`config.mk`:
```
export PLATFORM = sky130hd
export DESIGN_NAME = slew_limiter_mc
export DESIGN_NICKNAME = d
export VERILOG_FILES = /design/src/rtl/slew_lim_pkg.sv /design/src/rtl/slew_lim_ch.sv /design/src/rtl/slew_limiter_mc.sv
export SDC_FILE = /design/constraint.sdc
export NUM_CORES = 1
export LEC_CHECK = 0
export CAP_MARGIN = 20
export CORE_MARGIN = 3
export CORE_UTILIZATION = 60
export DETAILED_ROUTE_END_ITERATION = 8
export GPL_ROUTABILITY_DRIVEN = 1
export PLACE_DENSITY = 0.77
export SLEW_MARGIN = 20
export SYNTH_ARGS = -nofsm -noshare
export SYNTH_HDL_FRONTEND = slang
export SYNTH_SLANG_ARGS = --single-unit
```
`constraint.sdc`:
```
create_clock -name clk -period 4.11 [get_ports clk]
set_input_delay 0.6165 -clock clk [delete_from_list [all_inputs] [get_ports clk]]
set_output_delay 0.6165 -clock clk [all_outputs]
set_load 0.01 [all_outputs]
```
`src/rtl/slew_lim_pkg.sv`:
```
// Shared definitions for the multi-channel slew-rate limiter.
// Optional feature macro: SLEW_LIM_DONE_PULSE_EN (adds per-channel done_pulse output).
package slew_lim_pkg;

  localparam int unsigned NUM_CH_DEF = 4;

  // Channel index width; never below 1 so a single-channel build still has a usable wr_ch.
  function automatic int unsigned ch_idx_w(input int unsigned n);
    return (n > 1) ? $clog2(n) : 1;
  endfunction

  localparam int unsigned CH_IDX_W = ch_idx_w(NUM_CH_DEF);

  typedef enum logic [1:0] {HOLD, RISE, FALL} step_dir_e;

endpackage

```
`src/rtl/slew_lim_ch.sv`:
```
// One slew-limited channel: target/step registers, step arithmetic, settled flag and,
// when SLEW_LIM_DONE_PULSE_EN is defined, a one-cycle done pulse after a ramp lands.
module slew_lim_ch
  import slew_lim_pkg::*;
#(
  parameter int unsigned DATA_W = 8,
  parameter int unsigned STEP_W = 4
) (
  input  logic              clk,
  input  logic              reset,
  input  logic              tick,
  input  logic              wr,
  input  logic              snap,
  input  logic [DATA_W-1:0] wr_tgt,
  input  logic [STEP_W-1:0] wr_up,
  input  logic [STEP_W-1:0] wr_dn,
  output logic [DATA_W-1:0] cur,
  output logic              settled
`ifdef SLEW_LIM_DONE_PULSE_EN
  ,
  output logic              done_pulse
`endif
);

  logic [DATA_W-1:0] cur_q, cur_d, tgt_q, tgt_d;
  logic [STEP_W-1:0] up_q, up_d, dn_q, dn_d;
  step_dir_e         dir;
  logic [DATA_W:0]   gap_up, gap_dn, up_ext, dn_ext, step_val;
  logic              reached;

  // Direction and candidate next value; one extra bit keeps cur+up / cur-dn from wrapping.
  always_comb begin
    dir = HOLD;
    if (cur_q < tgt_q) begin
      dir = RISE;
    end else if (cur_q > tgt_q) begin
      dir = FALL;
    end
    gap_up   = {1'b0, tgt_q} - {1'b0, cur_q};
    gap_dn   = {1'b0, cur_q} - {1'b0, tgt_q};
    up_ext   = (DATA_W + 1)'(up_q);
    dn_ext   = (DATA_W + 1)'(dn_q);
    step_val = {1'b0, cur_q};
    unique case (dir)
      RISE:    step_val = (gap_up <= up_ext) ? {1'b0, tgt_q} : {1'b0, cur_q} + up_ext;
      FALL:    step_val = (gap_dn <= dn_ext) ? {1'b0, tgt_q} : {1'b0, cur_q} - dn_ext;
      default: step_val = {1'b0, cur_q};
    endcase
  end

  // Next-state: tick steps toward the currently held target; snap overrides the step.
  always_comb begin
    cur_d   = cur_q;
    tgt_d   = tgt_q;
    up_d    = up_q;
    dn_d    = dn_q;
    reached = 1'b0;
    if (tick && (dir != HOLD)) begin
      cur_d   = step_val[DATA_W-1:0];
      reached = (step_val == {1'b0, tgt_q});
    end
    if (wr) begin
      tgt_d = wr_tgt;
      up_d  = wr_up;
      dn_d  = wr_dn;
      if (snap) begin
        cur_d   = wr_tgt;
        reached = 1'b0;
      end
    end
  end

  // Channel state registers.
  always_ff @(posedge clk) begin
    if (reset) begin
      cur_q <= '0;
      tgt_q <= '0;
      up_q  <= '0;
      dn_q  <= '0;
    end else begin
      cur_q <= cur_d;
      tgt_q <= tgt_d;
      up_q  <= up_d;
      dn_q  <= dn_d;
    end
  end

`ifdef SLEW_LIM_DONE_PULSE_EN
  logic done_q;

  // Pulse for the single cycle following a tick step that lands on the target.
  always_ff @(posedge clk) begin
    if (reset) begin
      done_q <= 1'b0;
    end else begin
      done_q <= reached;
    end
  end

  assign done_pulse = done_q;
`else
  logic unused_reached;
  assign unused_reached = reached;
`endif

  assign cur     = cur_q;
  assign settled = (cur_q == tgt_q);

endmodule

```
`src/rtl/slew_limiter_mc.sv`:
```
// Multi-channel slew-rate limiter top: tick prescaler, write decode and output packing.
// Optional feature macro: SLEW_LIM_DONE_PULSE_EN (adds done_pulse output, one bit per channel).
module slew_limiter_mc
  import slew_lim_pkg::*;
#(
  parameter  int unsigned NUM_CH = 4,
  parameter  int unsigned DATA_W = 8,
  parameter  int unsigned STEP_W = 4,
  parameter  int unsigned DIV_W  = 8,
  localparam int unsigned IDX_W  = ch_idx_w(NUM_CH)
) (
  input  logic                     clk,
  input  logic                     reset,
  input  logic                     wr_en,
  input  logic [IDX_W-1:0]         wr_ch,
  input  logic [DATA_W-1:0]        wr_tgt,
  input  logic [STEP_W-1:0]        wr_up,
  input  logic [STEP_W-1:0]        wr_dn,
  input  logic                     wr_snap,
  input  logic [DIV_W-1:0]         div,
  output logic [NUM_CH*DATA_W-1:0] data_out,
  output logic [NUM_CH-1:0]        settled,
  output logic                     tick
`ifdef SLEW_LIM_DONE_PULSE_EN
  ,
  output logic [NUM_CH-1:0]        done_pulse
`endif
);

  logic [DIV_W-1:0] cnt_q, cnt_d;
  logic             tick_int;

  // Compare against the live div so a new divide value applies at the next compare.
  assign tick_int = ~reset & (cnt_q == div);

  // Prescaler next count.
  always_comb begin
    cnt_d = cnt_q + 1'b1;
    if (tick_int) begin
      cnt_d = '0;
    end
  end

  // Prescaler counter register.
  always_ff @(posedge clk) begin
    if (reset) begin
      cnt_q <= '0;
    end else begin
      cnt_q <= cnt_d;
    end
  end

  assign tick = tick_int;

  for (genvar i = 0; i < NUM_CH; i++) begin : g_ch
    logic hit;

    // Out-of-range channel numbers match no instance and are dropped.
    assign hit = wr_en && (wr_ch == IDX_W'(i));

    slew_lim_ch #(
      .DATA_W (DATA_W),
      .STEP_W (STEP_W)
    ) u_ch (
      .clk        (clk),
      .reset      (reset),
      .tick       (tick_int),
      .wr         (hit),
      .snap       (wr_snap),
      .wr_tgt     (wr_tgt),
      .wr_up      (wr_up),
      .wr_dn      (wr_dn),
      .cur        (data_out[i*DATA_W +: DATA_W]),
      .settled    (settled[i])
`ifdef SLEW_LIM_DONE_PULSE_EN
      ,
      .done_pulse (done_pulse[i])
`endif
    );
  end

endmodule

```
Word level (Yosys, flattened, before mapping)
Cells that the tools add are included.

Add/sub/neg operators: 17. Magnitude comparators: 16. Reductions and logical operators: 14. Bitwise logic cells: 2. Muxes and demuxes: 32. Equal/unequal tests: 16.

Operator list (number): $mux 8 (20); $le 9x4->1 (8); $sub 8x8->9 (8); $pmux 8 s2 (4); $eq 8x8->1 (5); $add 8x4->8 (4); $gt 8x8->1 (4); $lt 8x8->1 (4); $sub 8x4->8 (4); $mux 2 (8); $eq 2x2->1 const B (6); $eq 2x1->1 const B (5); $add 8x1->8 const B (1); $logic_and 1x1->1 (8); $reduce_bool 2->1 (4); $logic_not 2->1 (1); $reduce_or 2->1 (1); $and 1x1->1 (1); $not 1->1 (1).

Logic and storage cells: 114. Output and inout bits: 37. Bits in registers: 104.

Depth between registers and ports, before layout
Gate-level depths: netlist of the first run.

Depth in word-level cells: 8. Mapped depth: 15. Depth with buffers taken out: 14.

Modules after synthesis
Synthesis of the first run repeated with hierarchy kept, for this count alone.

Cells, all modules: 1427. Area total of the unflattened synthesis: 11559.8 sq um.

By module, submodules not included: slew_lim_ch (g_ch[0].u_ch ...) (area each 2771.4 sq um, cells an instance 344, instances 3, sequential area each 480.5 sq um); slew_lim_ch (g_ch[1].u_ch) (area each 2773.9 sq um, cells an instance 344, instances 1, sequential area each 480.5 sq um); slew_limiter_mc (area each 471.7 sq um, cells an instance 51, instances 1, sequential area each 160.2 sq um).

Worst setup path before layout of the first run
No wires, ideal clock.

Kind: flip-flop to flip-flop. From: reg g_ch[1].u_ch.cur_q[1]. To: reg g_ch[1].u_ch.cur_q[0]. Slack: 672 ps. Data required time: 3990 ps. Clock period less this slack: 3438 ps. Data arrival time: 3318 ps. Stages on the path, launching flop included: 16. Cells stage by stage: dfxtp_1 inv_1 ha_1 nor2b_1 o21ai_0 nand2_1 xor2_1 ha_1 and2_1 o21ai_0 a32oi_1 nor3_1 o211a_1 buf_2 mux2_1 o31a_1.

Longest elaborated chain between the ends: 8.

RTL lines: start, declared (RTL line slew_lim_ch.sv:25) `logic [DATA_W-1:0] cur_q, cur_d, tgt_q, tgt_d;`; start signal, assigned (RTL line slew_lim_ch.sv:81) `cur_q <= cur_d;`; parallel branches: the longest is 5 deep, another holds $sub 8x8->9; $mux 8 * (RTL line slew_lim_ch.sv:58) `if (tick && (dir != HOLD)) begin`; $mux 8 (RTL line slew_lim_ch.sv:66) `if (snap) begin`; $mux 8 * (RTL line slew_lim_ch.sv:62) `if (wr) begin`.

Every way passes the cells marked *. A chain may end at the register's enable or synchronous reset.

Final worst setup path of the first run
From: reg g_ch[1].u_ch.cur_q[1]. To: reg g_ch[1].u_ch.cur_q[5].

The elaborated chain is that of the path after synthesis.

==> impl_metrics.ini, run 1 <==
[grt]
antenna_found_initial = 1
grt_use_total = 0.303
grt_pass1_vias = 9700
grt_pass1_wl_mm = 49.7
grt_max_degree = 70
grt_overflow = 0

[flow_run]
timing.max_cap.violations = 0

[floorplanning]
die-area_um2 = 19800
fp.dieH_um = 141
io_pins = 67
rows = 48
initial_utilization = 0.621
core_um2 = 17500
fp.dieW_um = 141

[worst_setup_path]
cp.required_ns = 4.39
r2r_slack_ns = 0.38
path_cells = inv_1, ha_1, nor2b_1, o21ai_0, nand2_1, xor2_1, ha_1, and2_1, o21ai_0, a32oi_1, nor3_1, o211a_1, buf_4, mux2_2, a31oi_1
r2r_cells = 15
startpoint = g_ch[1].u_ch.cur[1]$_SDFF_PP0_
crit_fanout = 7
cp_slowest_stage_delay_ns = 0.53
cp-endpoint = g_ch[1].u_ch.cur[5]$_SDFF_PP0_
worst-path-stages = 15
r2r_end = g_ch[1].u_ch.cur[5]$_SDFF_PP0_
worstSetupEndpointType = flop
crit_family = compound AO/OA/AOI/OAI gates
crit_buf_inv = 2
arrival_ns = 4.01
critPathLaunchType = flop
r2r_start = g_ch[1].u_ch.cur[1]$_SDFF_PP0_
worstSetupPathType = flop to flop
crit_slowest_cell = dfxtp_1

[final_layout]
final_cells = 1679
fin_util = 0.678
finalNetCount = 1623
fill_cells = 1533
syn_to_final_growth_pct = 9.17
drive_gt1_frac = 0.0537

[synthesis]
yosysTopAreaCellShare = 0.191
synth_edf_count = 0
synth_area_um2 = 10900
yosysMostFrequentCell = nand2_1
synth-seq-cells = 104
postSynthAreaPerCell_um2 = 7.61
syn-num-nets = 1605
synthTopCellsByCount = nand2_1, a21oi_1, ha_1
syn_inst = 1430
synth_top_cell_by_area = dfxtp_1
yosys.area_share.simple = 0.207
yosysWarnings = 0
yosys_most_used_dff = dfxtp_1
synthMuxAreaShare = 0.0278
synthTopCellsByArea = dfxtp_1, ha_1, nand2_1, a21oi_1, inv_1
synthArstFlopShare = 0
synth_compound_area_frac = 0.260
synth_top_family_by_area = compound AO/OA/AOI/OAI gates
ys_types = 94
synthAdderAreaFrac = 0.178
synth_xor_xnor_area_share = 0.0611
ys_seq_area_frac = 0.191

[place]
dpl.hpwl_mm = 23.7
dp.cells = 1662
gp_congestion = 0.963
port_buffers = 66

[pwr]
clockPowerShare = 0.251
p_leak_uw = 0.00457
p_int_uw = 2130
ir_drop_v = 0.000232
power.density_nw_per_um2 = 295
seq_power_share = 0.312
p_sw_frac = 0.392
combPwrFrac = 0.437
p_sw_uw = 1370

[detailed_routing]
drtIter0Drc = 1032
dr.pass1.iters = 5
drt_wl_total_mm = 31.0
vias = 10600
ant_nets = 0
drc_errors = 0
vias_per_cell = 6.33
wl_per_cell_um = 18.5

[cts]
cts_hold_buf = 0
clk_latency_ns = 0.35
postCtsSetupBuffers = 0
cts.htree.levels = 3
path_clk_slew_ns = 0.07
cts_resized = 0
clock-root-buffer = clkbuf_16
cts_tree = built
numCtsBuffers = 9
cts.path.max_buffers = 2
cts.sinks = 104

[timing]
setup_viol = 0
rsz0062_at_grt = false
final.period_utilization = 0.908
tightest_slew_ns = 0.906
period_minus_slack_ns = 3.73
relSlewSlack = 0.393
max_freq_mhz = 268
final_max_slew_viol_count = 0
hold_viol = 0
tns_ns = 0
clock_skew_ns = 0.0100

[min_path]
hold_class = flop to flop

[run_status]
status = completed
[power by group through the flow]
| stage | Combinational (uW) | Sequential [uW] | Clock (uW) |
|---|---|---|---|
| CTS | 1500 | 1090 | 902 |
| global route | 1670 | 1100 | 939 |
| finish | 1530 | 1090 | 881 |
| global placement | 1460 | 1110 | 0 |
| detailed placement | 1490 | 1120 | 0 |
| floorplan | 1120 | 1100 | 0 |
[per-layer routing]
layer  vias to the layer above  global-route usage  wire (um)
li1                       5133                   -          -
met1                      4942               0.424      13900
met2                       481               0.477      13900
met3                        65              0.0573       2450
met4                         2              0.0913        767
met5                         -                   0          9
[tightest hold or removal path, cell delays in order (launching register included)]
cell	delay (ns)
dfxtp_1	0.31
nand2_1	0.05
a21oi_1	0.05
[flip-flops by register name, summed over array words and instances (netlist names)]
name	count
g_ch.u_ch.cur	32
g_ch.u_ch.tgt_q	32
g_ch.u_ch.dn_q	16
g_ch.u_ch.up_q	16
cnt_q	8
[kinds of logic after synthesis]
| family | count (synthesis) |
|---|---|
| adders and majority gates | 145 |
| buffers and inverters | 196 |
| muxes | 29 |
| xor gates and xnor gates | 76 |
| and+or+nand+nor | 468 |
| AOI/OAI and AO/OA | 412 |
| DFF | 104 |
[cell usage in the layout (no fill, tap or decap), drive strengths merged, types with 14 or more instances in the layout]
master         count
a211oi            16
a21o              24
a21oi            140
a311oi            16
a31oi             23
and3              14
buf               16
clkdlybuf4s50     65
dfxtp            104
fa                16
ha               129
inv              121
mux2i             19
nand2            202
nand3             21
nand4             24
nor2              89
nor2b             15
nor3              22
nor4              14
o211ai            14
o21ai             57
o31a              22
xnor2             45
xor2              31
[worst min-delay path by stage]
stage / start / endpoint / slack, ns / depth (start not counted)
after floorplan: g_ch[0].u_ch.dn_q[1]$_SDFFE_PP0P_ / g_ch[0].u_ch.dn_q[1]$_SDFFE_PP0P_ / 0.44 / 2
after global placement: g_ch[1].u_ch.dn_q[2]$_SDFFE_PP0P_ / g_ch[1].u_ch.dn_q[2]$_SDFFE_PP0P_ / 0.44 / 2
after CTS: g_ch[0].u_ch.dn_q[1]$_SDFFE_PP0P_ / g_ch[0].u_ch.dn_q[1]$_SDFFE_PP0P_ / 0.46 / 2
after detailed placement: g_ch[1].u_ch.dn_q[2]$_SDFFE_PP0P_ / g_ch[1].u_ch.dn_q[2]$_SDFFE_PP0P_ / 0.45 / 2
final: g_ch[0].u_ch.dn_q[1]$_SDFFE_PP0P_ / g_ch[0].u_ch.dn_q[1]$_SDFFE_PP0P_ / 0.46 / 2
after global routing: g_ch[0].u_ch.dn_q[1]$_SDFFE_PP0P_ / g_ch[0].u_ch.dn_q[1]$_SDFFE_PP0P_ / 0.48 / 2
[layout make-up]
type / count / area [um^2] / share of cell area
Clock buffer: 9 / 225 / 0.0189
Sequential cell: 104 / 2080 / 0.175
Tap cell: 225 / 282 / 0.0237
Clock inverter: 7 / 76.3 / 0.00642
Inverter: 122 / 458 / 0.0385
Timing Repair Buffer: 81 / 771 / 0.0648
Antenna cell: 1 / 2.50 / 0.000211
Multi-Input combinational cell: 1130 / 7990 / 0.672
[stage by stage]
stage | setup slack, ns | power [uW] | hold WS, ns | area (um^2)
global placement | 0.597 | 2580 | 0.444 | 11600
finish | 0.378 | 3510 | 0.456 | 11900
CTS | 0.441 | 3490 | 0.458 | 11900
global route | 0.163 | 3710 | 0.477 | 11900
detailed placement | 0.465 | 2600 | 0.447 | 11600
floorplan | 0.672 | 2230 | 0.436 | 10900
No activity file was read; power rests on OpenSTA's default activity.
==> run 2, diff against run 1 <==
==> constraint.sdc (replaced) <==
create_clock -name clk -period 4.11 [get_ports clk]
set_input_delay 0.822 -clock clk [delete_from_list [all_inputs] [get_ports clk]]
set_output_delay 0.822 -clock clk [all_outputs]
set_load 0.01 [all_outputs]
==> impl_metrics.ini, run 2 (synthesis results as in run 1) <==
[run_status]
status = completed

[timing]
final_max_slew_viol_count = 0
setup_viol = 0
max_freq_mhz = 265
tightest_slew_ns = 0.956
hold_viol = 0
clock_skew_ns = 0.00720
tns_ns = 0
relSlewSlack = 0.362
final.period_utilization = 0.917
rsz0062_at_grt = false
period_minus_slack_ns = 3.77

[cts]
cts_hold_buf = 0
numCtsBuffers = 9
cts_tree = built
clock-root-buffer = clkbuf_16
cts.sinks = 104
cts.htree.levels = 3
clk_latency_ns = 0.36
cts.path.max_buffers = 2
path_clk_slew_ns = 0.08

[place]
port_buffers = 66
post_dp_cell_area_um2 = 11600
gp_congestion = 0.947
dpl.hpwl_mm = 23.6
dp.cells = 1662

[grt]
grt_pass1_wl_mm = 50.0
grt_use_total = 0.305
grt_max_degree = 91
antenna_found_initial = 2
grt_pass1_vias = 9864
grt_overflow = 0

[worst_setup_path]
cp_slowest_stage_delay_ns = 0.50
crit_family = compound AO/OA/AOI/OAI gates
path_cells = inv_1, ha_1, nor2b_1, o21ai_0, nand2_1, xor2_1, ha_1, and2_1, o21ai_0, a32oi_1, nor3_1, o211a_2, buf_4, mux2_2, a31oi_1
worstSetupEndpointType = flop
crit_buf_inv = 2
crit_fanout = 8
crit_slowest_cell = dfxtp_1
cp.required_ns = 4.40
arrival_ns = 4.06
critPathLaunchType = flop
worstSetupPathType = flop to flop

[final_layout]
fill_cells = 1536
multi_input_area_um2 = 7990
finalNetCount = 1628
syn_to_final_growth_pct = 9.62
layout_common_cells = nand2_1, a21oi_1, ha_1, inv_1, dfxtp_1
final_cell_area_um2 = 11900
fin_util = 0.681
drive_gt1_frac = 0.0576
seqCellArea_um2 = 2080
final_cells = 1684
layout_commonest_cell = nand2_1

[flow_run]
timing.max_cap.violations = 0

[floorplanning]
io_pins = 67
rows = 48
initial_utilization = 0.621
core_um2 = 17500
die-area_um2 = 19800
fp.dieW_um = 141
fp.dieH_um = 141

[detailed_routing]
vias = 10700
drtIter0Drc = 1136
vias_per_cell = 6.35
wl_per_cell_um = 18.2
drc_errors = 0
ant_nets = 0
drt_wl_total_mm = 30.7
dr.pass1.iters = 6

[pwr]
power.density_nw_per_um2 = 297
p_leak_uw = 0.00459
ir_drop_v = 0.000268

[min_path]
hold_class = flop to flop
-- run 2: cell count changes in the layout (fill, tap and decap cells not counted) --
cell / delta
buf_4: +5
inv_6: -2
clkbuf_8: +1
clkinv_2: -1
clkinv_4: +1
inv_8: +1
o211a_1: -1
o211a_2: +1
-- run 2: metal layers --
| metal | track usage | vias to the layer above | routed length, um |
|---|---|---|---|
| met1 | 0.424 | 5063 | 13500 |
| li1 | - | 5153 | - |
| met2 | 0.489 | 406 | 14000 |
| met3 | 0.0580 | 67 | 2380 |
| met5 | 0 | - | 0 |
| met4 | 0.0770 | 0 | 731 |
-- run 2: path summary, 6_finish.rpt --
check / cells after the start / to / from / slack (ns)
max reg2reg: 15 / g_ch[1].u_ch.cur[5]$_SDFF_PP0_ / g_ch[1].u_ch.cur[1]$_SDFF_PP0_ / 0.34
min: 2 / g_ch[1].u_ch.dn_q[3]$_SDFFE_PP0P_ / g_ch[1].u_ch.dn_q[3]$_SDFFE_PP0P_ / 0.46
min reg2reg: 2 / g_ch[1].u_ch.dn_q[3]$_SDFFE_PP0P_ / g_ch[1].u_ch.dn_q[3]$_SDFFE_PP0P_ / 0.46
max: 15 / g_ch[1].u_ch.cur[5]$_SDFF_PP0_ / g_ch[1].u_ch.cur[1]$_SDFF_PP0_ / 0.34
-- run 2: repair_timing --
action	in CTS	in global routing
setup endpoints to repair	0	1
setup buffers	0	5
gates resized for setup	0	1
-- run 2: tightest hold or removal path, delay by kind of cell, from the launching register on --
| family | cells | cell delay [ns] |
|---|---|---|
| AND/OR/NAND/NOR | 1 | 0.05 |
| AO/OA/AOI/OAI | 1 | 0.05 |
| flip-flops | 1 | 0.31 |
-- run 2: power by group --
| part | switching, uW | internal (uW) |
|---|---|---|
| clock network | 422 | 497 |
| logic | 916 | 617 |
| registers | 50.7 | 1040 |
| total | 1390 | 2160 |
-- run 2: cell type report --
type | count | share of cell area
multi-input cells | 1130 | 0.669
flip-flops and latches | 104 | 0.174
repair buffers | 86 | 0.0677
inverters | 122 | 0.0384
well taps | 225 | 0.0236
clock buffers | 10 | 0.0200
clock inverters | 6 | 0.00619
diodes | 1 | 0.000210
-- run 2: through the flow --
stage / hold WS (ns) / total power, uW / setup slack (ns)
after floorplan: 0.436 / 2230 / 0.672
after global placement: 0.443 / 2570 / 0.410
after detailed placement: 0.447 / 2600 / 0.337
after CTS: 0.457 / 3500 / 0.317
after global routing: 0.481 / 3740 / 0.000664
final: 0.457 / 3540 / 0.340
==> run 3, diff against run 2 <==
--- a/config.mk
+++ b/config.mk
@@ -10,7 +10,8 @@
 export CORE_UTILIZATION = 60
 export DETAILED_ROUTE_END_ITERATION = 8
 export GPL_ROUTABILITY_DRIVEN = 1
-export PLACE_DENSITY = 0.77
+export GPL_TIMING_DRIVEN = 0
+export PLACE_DENSITY = 0.87
 export SLEW_MARGIN = 20
 export SYNTH_ARGS = -nofsm -noshare
 export SYNTH_HDL_FRONTEND = slang
==> impl_metrics.ini, run 3 (synthesis results as in run 1) <==
[worst_setup_path]
r2r_slack_ns = 0.30
crit_slowest_cell = clkdlybuf4s50_1
cp_slowest_stage_delay_ns = 0.52
startpoint = g_ch[0].u_ch.cur[6]$_SDFF_PP0_
crit_family = buffers and inverters
arrival_ns = 3.02
cpMostUsedCell = clkbuf_1
path_cells = clkbuf_1, inv_1, ha_1, clkbuf_1, and3_1, and4_1, buf_4, clkdlybuf4s50_1
r2r_cells = 13
cp.required_ns = 3.29
r2r_end = g_ch[0].u_ch.cur[2]$_SDFF_PP0_
worstSetupPathType = flop to primary output
r2r_start = g_ch[0].u_ch.cur[1]$_SDFF_PP0_
crit_fanout = 9
crit_buf_inv = 5
critPathLaunchType = flop
worstSetupEndpointType = primary output

[cts]
cts.htree.levels = 3
cts_tree = built
path_clk_slew_ns = 0.08
clock-root-buffer = clkbuf_16
cts.sinks = 104
numCtsBuffers = 9
cts_resized = 0
postCtsSetupBuffers = 0
cts.path.max_buffers = 2
cts_hold_buf = 0
clk_latency_ns = 0.36

[timing]
final.period_utilization = 0.934
clock_skew_ns = 0.00711
hold_viol = 0
setup_viol = 0
relSlewSlack = 0.321
final_max_slew_viol_count = 0
timing.final.ws_setup_ns = 0.273
tightest_slew_ns = 1.01
period_minus_slack_ns = 3.84
max_freq_mhz = 261

[place]
gp_congestion = 0.994
place_ws_ns = 0.0725
port_buffers = 55
dpl.hpwl_mm = 24.8
post_dp_cell_area_um2 = 11700

[min_path]
hold_path_startpoint = g_ch[3].u_ch.dn_q[2]$_SDFFE_PP0P_
min_to = g_ch[3].u_ch.dn_q[2]$_SDFFE_PP0P_
hold_class = flop to flop
min_path_cells = 2

[detailed_routing]
ant_nets = 0
drtIter0Drc = 1226
vias_per_cell = 6.48
dr.pass1.iters = 7
vias = 11200
wl_per_cell_um = 18.5
drt_wl_total_mm = 31.9
drc_errors = 0

[final_layout]
layout_commonest_cell = nand2_1
diodes = 0
fill_cells = 1449
syn_to_final_growth_pct = 10.5
layout_common_cells = nand2_1, a21oi_1, ha_1, inv_1, dfxtp_1
finalNetCount = 1671
drive_gt1_frac = 0.0646
final_cell_area_um2 = 12000

[grt]
grt_pass1_wl_mm = 52.2
antenna_found_initial = 1
grt_max_degree = 21
grt_overflow = 0
grt_pass1_vias = 10500
grt_use_total = 0.317

[pwr]
p_leak_uw = 0.00464
p_sw_uw = 1420
combPwrFrac = 0.442
p_total_uw = 3520
p_sw_frac = 0.405
seq_power_share = 0.312
ir_drop_v = 0.000271
p_int_uw = 2090
power.density_nw_per_um2 = 292
clockPowerShare = 0.246

[run_status]
status = completed

[floorplanning]
die-area_um2 = 19800
rows = 48
initial_utilization = 0.621
fp.dieW_um = 141
fp.dieH_um = 141
core_um2 = 17500
io_pins = 67

[flow_run]
timing.max_cap.violations = 0
run 3: changes by cell type in the layout (fill, tap and decap cells not counted), moves of 2 or more:
cell / delta
clkbuf_2: +5
buf_2: +17
clkbuf_1: +37
clkinvlp_4: -2
buf_1: +4
clkdlybuf4s50_1: -10
buf_6: +3
buf_4: -13
run 3: power by group through the flow:
stage / clock [uW] / combinational (uW) / sequential [uW]
6_report: 866 / 1550 / 1100
4_1_cts: 867 / 1510 / 1090
3_5_place_dp: 0 / 1500 / 1120
3_3_place_gp: 0 / 1450 / 1120
5_1_grt: 918 / 1700 / 1100
2_1_floorplan: 0 / 1120 / 1100
run 3: worst max-delay path by stage:
stage	endpoint	slack [ns]	depth (start not counted)
2_1_floorplan	g_ch[1].u_ch.cur[0]$_SDFF_PP0_	0.67	15
3_3_place_gp	g_ch[0].u_ch.cur[2]$_SDFF_PP0_	0.20	13
3_5_place_dp	g_ch[0].u_ch.cur[2]$_SDFF_PP0_	0.07	13
4_1_cts	g_ch[0].u_ch.cur[2]$_SDFF_PP0_	0.05	13
5_1_grt	g_ch[0].u_ch.cur[0]$_SDFF_PP0_	-0.02	13
6_report	settled[0]	0.27	8
run 3: worst register-to-register path: stages, from the launching register on:
cell and delay (ns):
dfxtp_1 0.57, inv_1 0.20, ha_1 0.36, nand2b_1 0.13, nand2b_1 0.08, a21oi_1 0.21, xnor2_1 0.15, ha_1 0.26
nor2b_1 0.13, o32ai_1 0.38, o221ai_1 0.35, nor3_4 0.34, o211ai_1 0.17, a2111oi_2 0.37
run 3: layer usage:
layer  routed length (um)  track usage  vias up
li1                     -            -     5249
met1                13500        0.419     5297
met2                14900        0.532      531
met3                 2500       0.0461       98
met4                  989        0.109        2
met5                   13            0        -
run 3: cell type report:
| cell class | instances | area, um^2 | area share |
|---|---|---|---|
| tap | 225 | 282 | 0.0234 |
| clock buffer | 9 | 225 | 0.0187 |
| sequential | 104 | 2080 | 0.173 |
| clock inverter | 7 | 73.8 | 0.00614 |
| inverter | 122 | 458 | 0.0381 |
| timing repair buffer | 55 | 551 | 0.0458 |
| multi-input combinational | 1130 | 8000 | 0.665 |
| buffer | 74 | 358 | 0.0297 |
run 3: metrics by stage:
step,hold WS [ns],util,setup TNS (ns),cells
3_3_place_gp,0.443,0.668,0,1710
5_1_grt,0.488,0.686,-0.0408,1726
4_1_cts,0.460,0.685,0,1726
3_5_place_dp,0.449,0.668,0,1710
6_report,0.457,0.686,0,1726
2_1_floorplan,0.436,-,0,1430
